$ cat config.mk
export PLATFORM = sky130hd
export DESIGN_NAME = yutorina_bus_arbiter
export DESIGN_NICKNAME = d
export VERILOG_FILES = /design/src/rtl/yutorina_bus_arbiter_pkg.sv /design/src/rtl/yutorina_bus_arb_next.sv /design/src/rtl/yutorina_bus_arbiter.sv
export SDC_FILE = /design/constraint.sdc
export NUM_CORES = 1
export LEC_CHECK = 0
export BUFFER_PORTS_ARGS = -buffer_cell sky130_fd_sc_hd__buf_2
export CORE_AREA = 2 2 39 41
export CTS_CLUSTER_SIZE = 24
export DETAILED_ROUTE_END_ITERATION = 16
export DIE_AREA = 0 0 41 43
export GPL_TIMING_DRIVEN = 0
export PLACE_DENSITY_LB_ADDON = 0.1
export SLEW_MARGIN = 20
export SYNTH_ARGS = -nofsm -noshare
export SYNTH_HDL_FRONTEND = slang
export SYNTH_SLANG_ARGS = --single-unit
$ cat constraint.sdc
create_clock -name clk -period 1.95 [get_ports clk]
set_input_delay 0.0975 -clock clk [delete_from_list [all_inputs] [get_ports clk]]
set_output_delay 0.0975 -clock clk [all_outputs]
set_load 0.005 [all_outputs]
$ cat src/rtl/yutorina_bus_arbiter_pkg.sv
// Shared bus-arbiter types and constants for the Yutorina system bus.
// The hold-time watchdog is built only when YUTORINA_BUS_ARB_WATCHDOG_EN is defined.
package yutorina_bus_arbiter_pkg;

   typedef logic [1:0] BusOwnerBus;

   localparam BusOwnerBus BUS_OWNER_MASTER_0 = 2'h0;
   localparam BusOwnerBus BUS_OWNER_MASTER_1 = 2'h1;
   localparam BusOwnerBus BUS_OWNER_MASTER_2 = 2'h2;
   localparam BusOwnerBus BUS_OWNER_MASTER_3 = 2'h3;

   localparam int BUS_MASTER_CNT = 4;

   // Active-low strobe levels shared with the rest of the bus
   localparam logic ENABLE_  = 1'b0;
   localparam logic DISABLE_ = 1'b1;

endpackage

$ cat src/rtl/yutorina_bus_arb_next.sv
// Combinational round-robin picker: finds the first requester after the
// current owner in rotation order (owner+1, owner+2, owner+3, modulo 4).
module yutorina_bus_arb_next
   import yutorina_bus_arbiter_pkg::*;
(
   input  BusOwnerBus                  owner_i,
   input  logic [BUS_MASTER_CNT-1:0]   req_i,
   output BusOwnerBus                  next_owner_o,
   output logic                        found_o
);

   always_comb begin
      BusOwnerBus cand;
      next_owner_o = owner_i;
      found_o      = 1'b0;
      cand         = owner_i;
      for (int k = 1; k < BUS_MASTER_CNT; k++) begin
         cand = owner_i + BusOwnerBus'(k);
         if (!found_o && req_i[cand]) begin
            next_owner_o = cand;
            found_o      = 1'b1;
         end
      end
   end

endmodule

$ cat src/rtl/yutorina_bus_arbiter.sv
// Registered round-robin arbiter for four bus masters with parking on the last owner.
// Optional hold-time watchdog enabled by defining YUTORINA_BUS_ARB_WATCHDOG_EN.
module yutorina_bus_arbiter
   import yutorina_bus_arbiter_pkg::*;
#(
   parameter int WATCHDOG_W = 8
)
(
   input  logic       clk,
   input  logic       reset_,
   input  logic       m0_req_,
   input  logic       m1_req_,
   input  logic       m2_req_,
   input  logic       m3_req_,
   output logic       m0_grnt_,
   output logic       m1_grnt_,
   output logic       m2_grnt_,
   output logic       m3_grnt_,
   output logic [1:0] owner,
   output logic       arb_timeout
);

   BusOwnerBus                owner_q, owner_d;
   BusOwnerBus                pickOwner;
   logic                      pickFound;
   logic [BUS_MASTER_CNT-1:0] reqVec;
   logic                      ownerReq;

   assign reqVec   = ~{m3_req_, m2_req_, m1_req_, m0_req_};
   assign ownerReq = reqVec[owner_q];

   yutorina_bus_arb_next u_next (
      .owner_i      (owner_q),
      .req_i        (reqVec),
      .next_owner_o (pickOwner),
      .found_o      (pickFound)
   );

`ifdef YUTORINA_BUS_ARB_WATCHDOG_EN
   localparam logic [WATCHDOG_W-1:0] WD_LIMIT = '1;

   logic [WATCHDOG_W-1:0] wdCnt_q, wdCnt_d;
   logic                  timeout_q, timeout_d;
   logic                  othersReq;

   assign othersReq = |(reqVec & ~(4'b0001 << owner_q));

   // A contended hold that hits the limit is treated exactly like a release
   always_comb begin
      owner_d   = owner_q;
      wdCnt_d   = '0;
      timeout_d = 1'b0;
      if (!ownerReq) begin
         if (pickFound) owner_d = pickOwner;
      end else if (othersReq) begin
         if (wdCnt_q == WD_LIMIT) begin
            owner_d   = pickOwner;
            timeout_d = 1'b1;
         end else begin
            wdCnt_d = wdCnt_q + 1'b1;
         end
      end
      if (owner_d != owner_q) wdCnt_d = '0;
   end

   always_ff @(posedge clk) begin
      if (reset_ == ENABLE_) begin
         owner_q   <= BUS_OWNER_MASTER_0;
         wdCnt_q   <= '0;
         timeout_q <= 1'b0;
      end else begin
         owner_q   <= owner_d;
         wdCnt_q   <= wdCnt_d;
         timeout_q <= timeout_d;
      end
   end

   assign arb_timeout = timeout_q;
`else
   logic [WATCHDOG_W-1:0] unusedWd;
   assign unusedWd = '0;

   always_comb begin
      owner_d = owner_q;
      if (!ownerReq && pickFound) owner_d = pickOwner;
   end

   always_ff @(posedge clk) begin
      if (reset_ == ENABLE_) owner_q <= BUS_OWNER_MASTER_0;
      else                   owner_q <= owner_d;
   end

   assign arb_timeout = 1'b0;
`endif

   assign owner    = owner_q;
   assign m0_grnt_ = (owner_q == BUS_OWNER_MASTER_0) ? ENABLE_ : DISABLE_;
   assign m1_grnt_ = (owner_q == BUS_OWNER_MASTER_1) ? ENABLE_ : DISABLE_;
   assign m2_grnt_ = (owner_q == BUS_OWNER_MASTER_2) ? ENABLE_ : DISABLE_;
   assign m3_grnt_ = (owner_q == BUS_OWNER_MASTER_3) ? ENABLE_ : DISABLE_;

endmodule

==> results of run 1 <==
==> path summary, 6_finish.rpt <==
path / cells after the start / endpoint
setup / recovery: 6 / owner[0]$_SDFFE_PN0P_
hold / removal: 3 / owner[1]$_SDFFE_PN0P_
setup reg to reg: 6 / owner[0]$_SDFFE_PN0P_
hold reg to reg: 3 / owner[0]$_SDFFE_PN0P_
==> layout make-up <==
cell class,count,area [um^2]
well taps,16,20.0
fillers,158,941
multi-input cells,28,251
flip-flops and latches,2,40.0
plain buffers,3,23.8
inverters,8,30.0
repair buffers,11,55.1
clock buffers,3,22.5
==> where the power goes <==
group | leakage (nW) | total (mW) | switching [mW] | internal [mW]
clock network | 0.0138 | 0.0894 | 0.0216 | 0.0678
registers | 0.0165 | 0.0761 | 0.0179 | 0.0582
logic | 0.178 | 0.341 | 0.163 | 0.178
total | 0.208 | 0.507 | 0.203 | 0.304
==> routing by layer <==
layer  track usage, %  share of wire [%]  vias to the layer above
met5                0                  0                        -
met4             4.00                  0                        0
met3             3.14                9.6                        0
met2             12.5                 43                       18
met1             13.3                 47                      152
li1                 -                  -                      173
==> cells by family after synthesis <==
| family | count (synthesis) | share of synthesized area (%) |
|---|---|---|
| buf+inv | 11 | 15.6 |
| simple gates | 11 | 15.6 |
| compound gates | 6 | 15.2 |
| mux | 6 | 26.4 |
| fa+ha+maj | 4 | 14.5 |
| flops | 2 | 11.6 |
| other cells | 1 | 1.09 |
==> stage by stage <==
stage,setup slack (ns),cells
floorplan,0.252,41
global placement,0.0858,68
detailed placement,0.104,68
CTS,0.0969,71
global route,0.0138,71
finish,0.136,71
==> worst min-delay path: cells and delay by family <==
kind | cells | cell delay (ns)
buffers and inverters | 2 | 0.16
AO/OA/AOI/OAI | 1 | 0.04
==> placed cells by master (no fill, tap or decap) <==
master / count
a211oi_1: 2
mux2i_1: 2
conb_1: 1
mux4_2: 1
buf_6: 1
a21oi_1: 1
nand3_1: 4
buf_4: 1
clkbuf_4: 3
mux2_2: 2
a221oi_2: 1
and2b_2: 1
buf_2: 12
dfxtp_1: 2
a32oi_1: 1
nand4_1: 1
nand2_1: 4
o311ai_0: 1
mux4_1: 1
ha_1: 4
nor2_1: 1
inv_1: 8
==> results.ini, run 1 <==
[yosys]
ys_seq_area_share_pct=11.6
postSynthAreaPerCell_um2=8.42
synthTopCellsByCount=inv_1, ha_1, nand2_1, nand3_1
synth_cell_type_count=21
synthFlopType=dfxtp_1
yosysMostFrequentCell=inv_1
synthDominantCellAreaShare_pct=14.5
yosysWarnings=0
ys_seq_elements=2
async_reset_ff_share_pct=0
syn_area_um2=345
synth_nets=51
synth-edff-count=0
yosysTopAreaCell=ha_1
synth.top_cells.by_area=ha_1, dfxtp_1, inv_1
syn_inst=41

[drt]
vias_per_cell=4.83
wire_per_inst_um=10.0
drt_first_pass_iters=4
vias=343
drc=0
wirelength_um=711
ant_nets=0
drt_iter0_drc=5

[timing]
fin_skew_ns=0.00262
fin_crit_ns=1.81
min_period_over_period_pct=93.0
slew_viol_final=0
final-hold-violation-count=0
whs_ns=0.128
clock.fmax_ghz=0.551
setup_tns_ns=0
finalSetupViolations=0
rsz0062_at_grt=no

[setup_path]
start_kind=flop
critPathLaunch=owner[1]$_SDFFE_PN0P_
worstPathMaxFanout=7
cp.required_ns=2.10
crit_buf_inv=2
critPathArrivalTime_ns=1.96
cp_slowest_cell=dfxtp_1
worst-setup-path-type=flop to flop
r2r_slack_ns=0.14
crit_family=multiplexers
path_cells=buf_2 -> inv_1 -> ha_1 -> mux4_2 -> a221oi_2 -> mux2i_1
r2r_start=owner[1]$_SDFFE_PN0P_
end_kind=flop
cpPeakStageDelay_ns=0.35

[floorplanning]
dieArea_um2=1760
die_w_um=41
core_um2=1380
ios=13
die_h_um=43
start_util_pct=25.0
row_count=14

[global_routing]
grt_pass1_vias=261
grt-ovfl-total=0
grt_max_degree=10
grt_pass1_wl_um=1120
gr-usage-all-layers_pct=9.36
antenna_found_initial=0

[pwr]
peakVddDrop_uv=301
p_leak_nw=0.208
p_per_area_nw_per_um2=1140
total_power_mw=0.507

[clocking]
htree_num_levels=1
cts_tree=yes
clock-root-buffer=clkbuf_4
post_cts_resized=0
numCtsBuffers=3
ctsHoldBuffers=0
post_cts_buffers=0
cts_buffer_depth=2
clk_pin_slew_ns=0.03
cts_sinks=2
insertion_delay_ns=0.22

[placement]
io_buffers=11
placed_cell_area_um2=420
place_congestion=0.602

[layout]
largest_register_ffs=2
fin_nets=67
design_area_um2=443
postLayoutCoreUtil_pct=32.0
syn_to_final_growth_pct=28.3
antennaDiodeCount=0
drive_above_1_share_pct=40.0

[status]
outcome=complete, no violations

[min_path]
min-delay-start=reset_
hp-class=input port to flop

[run]
maxCapViolCount=0

Note: power is estimated with default switching activity, not from simulation.
==> inputs of run 2 (changes only) <==
--- a/config.mk
+++ b/config.mk
@@ -6,6 +6,7 @@
 export NUM_CORES = 1
 export LEC_CHECK = 0
 export BUFFER_PORTS_ARGS = -buffer_cell sky130_fd_sc_hd__buf_2
+export CAP_MARGIN = 15
 export CORE_AREA = 2 2 39 41
 export CTS_CLUSTER_SIZE = 24
 export DETAILED_ROUTE_END_ITERATION = 16
==> constraint.sdc (replaced) <==
create_clock -name clk -period 1.6 [get_ports clk]
set_input_delay 0.08 -clock clk [delete_from_list [all_inputs] [get_ports clk]]
set_output_delay 0.08 -clock clk [all_outputs]
set_load 0.005 [all_outputs]
==> run 2 against run 1 <==
Total power rose by 42%. Via count is 1.7% lower. Critical path depth fell by 1. Clock-buffer cell count stayed put. Die area is the same. Sequential power rose by 50%. Global-route usage rose by 0.68 points.
==> results.ini, run 2 (synthesis gave the netlist of run 1 again) <==
[clocking]
cts_buffer_depth=2  ; unchanged
htree_num_levels=1  ; unchanged
clk_pin_slew_ns=0.03  ; about the same
cts_sinks=2  ; unchanged
clock-root-buffer=clkbuf_4
insertion_delay_ns=0.22  ; about the same
cts_tree=yes
numCtsBuffers=3  ; unchanged
ctsHoldBuffers=0  ; unchanged

[drt]
drt_iter0_drc=3  ; -2
drc=0  ; unchanged
vias_per_cell=4.49  ; -7.0%
wire_per_inst_um=10.0  ; +0.13%
ant_nets=0  ; unchanged
vias=337  ; -1.7%
wirelength_um=752  ; +5.8%
drt_first_pass_iters=3  ; -1

[layout]
largest_register_ffs=2  ; unchanged
antennaDiodeCount=0  ; unchanged
nFillCells=157  ; -0.63%
syn_to_final_growth_pct=42.4
fin_nets=71  ; +6.0%
drive_above_1_share_pct=52.5  ; +13 points
regArea_um2=45.0  ; +12%
design_area_um2=492  ; +11%
multiInputGateArea_um2=264  ; +5.0%
final_common_cell=buf_2
layout_common_cells=buf_2, buf_4, inv_1

[floorplanning]
dieArea_um2=1760  ; unchanged
die_h_um=43  ; unchanged
core_um2=1380  ; unchanged
die_w_um=41  ; unchanged
ios=13  ; unchanged
row_count=14  ; unchanged
start_util_pct=25.0  ; unchanged

[status]
outcome=complete, no violations

[pwr]
total_power_mw=0.718  ; +42%
peakVddDrop_uv=393  ; +31%
p_per_area_nw_per_um2=1460  ; +28%
p_leak_nw=0.230  ; +10%

[timing]
min_period_over_period_pct=95.5  ; +2.5 points
slew_viol_final=0  ; unchanged
fin_skew_ns=0.00279  ; +0.000168 ns
whs_ns=0.112  ; -0.0159 ns
fin_crit_ns=1.53  ; -0.286 ns
rsz0062_at_grt=yes
final-hold-violation-count=0  ; unchanged
clock.fmax_ghz=0.655  ; +19%
finalSetupViolations=0  ; unchanged

[run]
maxCapViolCount=0  ; unchanged

[setup_path]
worstPathMaxFanout=5  ; -2
critPathArrivalTime_ns=1.67  ; -0.29 ns
start_kind=flop
ff2ff_path_depth=5  ; -1
end_kind=flop
path_cells=inv_4 -> ha_4 -> mux4_2 -> a221oi_2 -> mux2i_1
cp.required_ns=1.74  ; -0.36 ns
cp_slowest_cell=dfxtp_4
worst-setup-path-type=flop to flop
cpPeakStageDelay_ns=0.37  ; +0.02 ns

[global_routing]
grt_max_degree=9  ; -1
antenna_found_initial=0  ; unchanged
grt-ovfl-total=0  ; unchanged
grt_pass1_vias=290  ; +11%
gr-usage-all-layers_pct=10.0  ; +0.68 points
grt_pass1_wl_um=1210  ; +8.0%

[placement]
hpwl_um=537
io_buffers=11  ; unchanged
place_congestion=0.630  ; +4.5%
placed_cell_area_um2=444  ; +5.7%

[min_path]
hp-class=input port to flop
hold_depth=3  ; unchanged

## run 2: cell type report
cell class / count / area share, %
timing repair buffer: 17 / 20.4
tap: 16 / 4.07
multi-input combinational: 28 / 53.7
buffer: 1 / 1.53
inverter: 8 / 6.62
sequential: 2 / 9.16
clock buffer: 3 / 4.58
## run 2: timing repair
item | CTS | global route
setup buffers | 6 | 0
setup endpoints to repair | 1 | 1
pin swaps | 2 | 1
resized for setup | 2 | 0
## run 2: report_power, final
| part | total, mW | internal [mW] | leakage, nW | switching, mW |
|---|---|---|---|---|
| combinational | 0.495 | 0.281 | 0.198 | 0.215 |
| sequential | 0.114 | 0.0804 | 0.0175 | 0.0339 |
| clock | 0.109 | 0.0826 | 0.0138 | 0.0264 |
## run 2: worst paths after layout
path | to | start | slack [ns]
hold reg to reg | owner[1]$_SDFFE_PN0P_ | owner[1]$_SDFFE_PN0P_ | 0.64
setup / recovery | owner[0]$_SDFFE_PN0P_ | owner[0]$_SDFFE_PN0P_ | 0.07
hold / removal | owner[1]$_SDFFE_PN0P_ | reset_ | 0.11
setup reg to reg | owner[0]$_SDFFE_PN0P_ | owner[0]$_SDFFE_PN0P_ | 0.07
## run 2: worst max-delay path, delay by kind of cell (launching register included)
kind,cells,cell delay [ns]
AO/OA/AOI/OAI,1,0.26
buffers and inverters,1,0.04
multiplexers,2,0.51
adder cells (fa/ha/maj),1,0.25
flip-flops,1,0.37
## run 2: metal layers
| layer | GRT usage, % | vias up | part of all wire (%) |
|---|---|---|---|
| met3 | 3.14 | 0 | 5.9 |
| li1 | - | 178 | - |
| met4 | 2.00 | 0 | 0 |
| met2 | 14.4 | 11 | 45 |
| met1 | 14.5 | 148 | 49 |
| met5 | 0 | - | 0 |
## run 2: stage by stage
step                worst slack [ns]  std cells  utilization (%)  TNS [ns]
floorplan                     0.0300         41                -         0
global placement             -0.0967         68             32.1   -0.0967
detailed placement            -0.102         68             32.1    -0.102
CTS                          -0.0286         77             37.3   -0.0286
global route                 -0.0441         75             35.5   -0.0441
finish                        0.0724         75             35.5         0
==> inputs of run 3 (changes only) <==
--- a/config.mk
+++ b/config.mk
@@ -16,4 +16,5 @@
 export SLEW_MARGIN = 20
 export SYNTH_ARGS = -nofsm -noshare
 export SYNTH_HDL_FRONTEND = slang
+export SYNTH_HIERARCHICAL = 1
 export SYNTH_SLANG_ARGS = --single-unit
==> run 3 against run 2 <==
Cell count fell by 6.7%. Register-to-register slack better by 0.03 ns. Hold slack improved by 0.027 ns. Worst setup slack better by 0.033 ns. Area after synthesis down 22%. Die area stayed put. Critical endpoint unchanged. Largest power group unchanged.
==> results.ini, run 3 <==
[setup_path]
crit_family=compound AO/OA/AOI/OAI gates
cpPeakStageDelay_ns=0.37  ; about the same
ff2ff_path_depth=7  ; +2
cp_slowest_cell=dfxtp_4
r2r_start=owner[1]$_SDFFE_PN0P_
end_kind=flop
critPathArrivalTime_ns=1.60  ; -0.07 ns
crit_buf_inv=1  ; unchanged
worstPathMaxFanout=9  ; +4
crit_cells=7  ; +2
critPathLaunch=owner[1]$_SDFFE_PN0P_
start_kind=flop
worst-setup-path-type=flop to flop
cp.required_ns=1.70  ; -0.04 ns
path_cells=buf_4 -> nor3_2 -> a32oi_1 -> a2bb2oi_2 -> nand2_1 -> o22a_1 -> mux2i_1

[yosys]
synthDominantCellAreaShare_pct=22.4  ; +7.9 points
syn_area_um2=268  ; -22%
synth_nets=46  ; -9.8%
yosysWarnings=6  ; +6
syn_inst=40  ; -2.4%
synth_top_family_by_area=simple AND/OR/NAND/NOR gates
async_reset_ff_share_pct=0  ; unchanged
ys_seq_area_share_pct=15.0  ; +3.4 points
synth_cell_type_count=18  ; -14%
synth.area.mux_share_pct=22.4  ; -4.0 points
synth-xor-area-share_pct=0  ; unchanged
synth-compound-area-share_pct=22.0  ; +6.7 points
synthFlopType=dfxtp_1
yosysMostFrequentCell=nand2_1
ys_seq_elements=2  ; unchanged
synth-edff-count=0  ; unchanged
postSynthAreaPerCell_um2=6.69  ; -21%
yosys.area_share.adder_pct=0  ; -14 points
synth.top_cells.by_area=mux2i_1, dfxtp_1, nand2_1
synthTopCellsByCount=nand2_1, inv_1, mux2i_1, nand2b_1
yosysTopAreaCell=mux2i_1
synthSimpleGateAreaFrac_pct=24.8  ; +9.2 points

[timing]
fin_skew_ns=0.000494  ; -0.00230 ns
slew_viol_final=0  ; unchanged
finalSetupViolations=0  ; unchanged
final-hold-violation-count=0  ; unchanged
fin_crit_ns=1.49  ; -0.0330 ns
min_period_over_period_pct=93.4  ; -2.1 points
rsz0062_at_grt=no
clock.fmax_ghz=0.669  ; +2.2%

[clocking]
cts_sinks=2  ; unchanged
clk_pin_slew_ns=0.03  ; about the same
post_cts_buffers=0  ; -6
clock-root-buffer=clkbuf_4
numCtsBuffers=3  ; unchanged
cts_buffer_depth=2  ; unchanged
htree_num_levels=1  ; unchanged
insertion_delay_ns=0.22  ; about the same
cts_tree=yes

[layout]
nFillCells=164  ; +4.5%
antennaDiodeCount=0  ; unchanged
regArea_um2=45.0  ; unchanged
largest_register_ffs=2  ; unchanged
final_common_cell=buf_2
multiInputGateArea_um2=200  ; -24%
postLayoutCoreUtil_pct=27.8  ; -7.7 points
final_cells=70  ; -6.7%
syn_to_final_growth_pct=43.9
layout_common_cells=buf_2, nand2_1, inv_1, mux2i_1, nand2b_1
drive_above_1_share_pct=40.7  ; -12 points
fin_nets=62  ; -13%

[pwr]
peakVddDrop_uv=347  ; -12%
switching_share_pct=36.8  ; -1.4 points
power_frac_seq_pct=22.4  ; +6.5 points
power_switching_mw=0.158  ; -42%
internal_power_mw=0.272  ; -39%
p_leak_nw=0.187  ; -19%
p_per_area_nw_per_um2=1120  ; -24%
p_comb_share_pct=52.1  ; -17 points
p_clk_share_pct=25.5  ; +10 points

[drt]
met1Wirelength_um=330  ; -9.6%
drt_first_pass_iters=2  ; -1
ant_nets=0  ; unchanged
drc=0  ; unchanged
top_layer=met3
wl_met2_um=306  ; -11%
dr_wl_met3_um=42  ; -4.5%
vias=307  ; -8.9%
wire_per_inst_um=9.70  ; -3.3%
wirelength_um=679  ; -9.7%
drt_iter0_drc=6  ; +3
vias_per_cell=4.39  ; -2.4%

[status]
outcome=complete, no violations

[global_routing]
grt-ovfl-total=0  ; unchanged
antenna_found_initial=0  ; unchanged
grt_pass1_vias=269  ; -7.2%
gr-usage-all-layers_pct=8.60  ; -1.4 points
grt_pass1_wl_um=1040  ; -15%
grt_max_degree=10  ; +1

[placement]
place_congestion=0.721  ; +15%
hpwl_um=510  ; -5.0%
io_buffers=11  ; unchanged
placed_cells=67  ; -1.5%

[run]
maxCapViolCount=0  ; unchanged

[min_path]
hp-class=input port to flop
min-delay-start=reset_
hold_depth=3  ; unchanged

[floorplanning]
ios=13  ; unchanged
die_h_um=43  ; unchanged
die_w_um=41  ; unchanged
start_util_pct=19.3  ; -5.6 points
core_um2=1380  ; unchanged
dieArea_um2=1760  ; unchanged
row_count=14  ; unchanged

==> run 3: cell count changes after synthesis, moves of 2 or more <==
cell      delta
ha_1         -4
mux2i_1      +4
nand2b_1     +4
nand3_1      -4
nand2_1      +3
a211oi_1     -2
inv_1        -2
mux2_2       -2
==> run 3: worst min-delay path: cells and delay by family <==
| family | cells | cell delay, ns |
|---|---|---|
| buffers and inverters | 1 | 0.12 |
| multiplexers | 1 | 0.05 |
| AND/OR/NAND/NOR | 1 | 0.06 |
==> run 3: power by group through the flow <==
stage / Clock (mW) / Sequential, mW / Combinational, mW
floorplan: 0 / 0.0871 / 0.153
global placement: 0 / 0.0938 / 0.219
detailed placement: 0 / 0.0915 / 0.217
CTS: 0.117 / 0.0924 / 0.225
global route: 0.124 / 0.101 / 0.248
finish: 0.109 / 0.0963 / 0.224
==> run 3: worst paths after layout <==
path                                              end  slack, ns
worst min register to register  owner[1]$_SDFFE_PN0P_       0.52
worst min-delay path            owner[1]$_SDFFE_PN0P_       0.14
worst max register to register  owner[0]$_SDFFE_PN0P_       0.11
worst max-delay path            owner[0]$_SDFFE_PN0P_       0.11
==> run 3: cells by family after synthesis <==
| family | Yosys count |
|---|---|
| other cells | 1 |
| compound gates | 8 |
| simple gates | 14 |
| mux | 6 |
| buf+inv | 9 |
| flops | 2 |
==> run 3: what timing repair did <==
item | CTS | global route
hold buffers | 0 | 0
resized for setup | 3 | 5
setup endpoints to repair | 2 | 2
==> run 3: final cells by class <==
class,count,area share [%]
plain buffers,3,5.19
clock buffers,3,5.84
inverters,6,5.84
multi-input cells,29,51.9
flip-flops and latches,2,11.7
well taps,16,5.19
repair buffers,11,14.3
==> run 3: metrics by stage <==
stage               hold slack (ns)  power (mW)  worst slack [ns]  area (um^2)  TNS (ns)
global route                  0.153       0.472           0.00891          385         0
global placement              0.379       0.313            -0.136          344    -0.270
CTS                           0.134       0.434           0.00387          379         0
floorplan                     0.226       0.240            0.0384          269         0
finish                        0.138       0.430             0.105          385         0
detailed placement            0.378       0.309            -0.119          344    -0.235
==> run 3: layer usage <==
layer	GRT usage [%]	up-vias
li1	-	161
met1	12.4	140
met2	10.0	6
met3	3.14	0
met4	6.00	0
met5	0	-
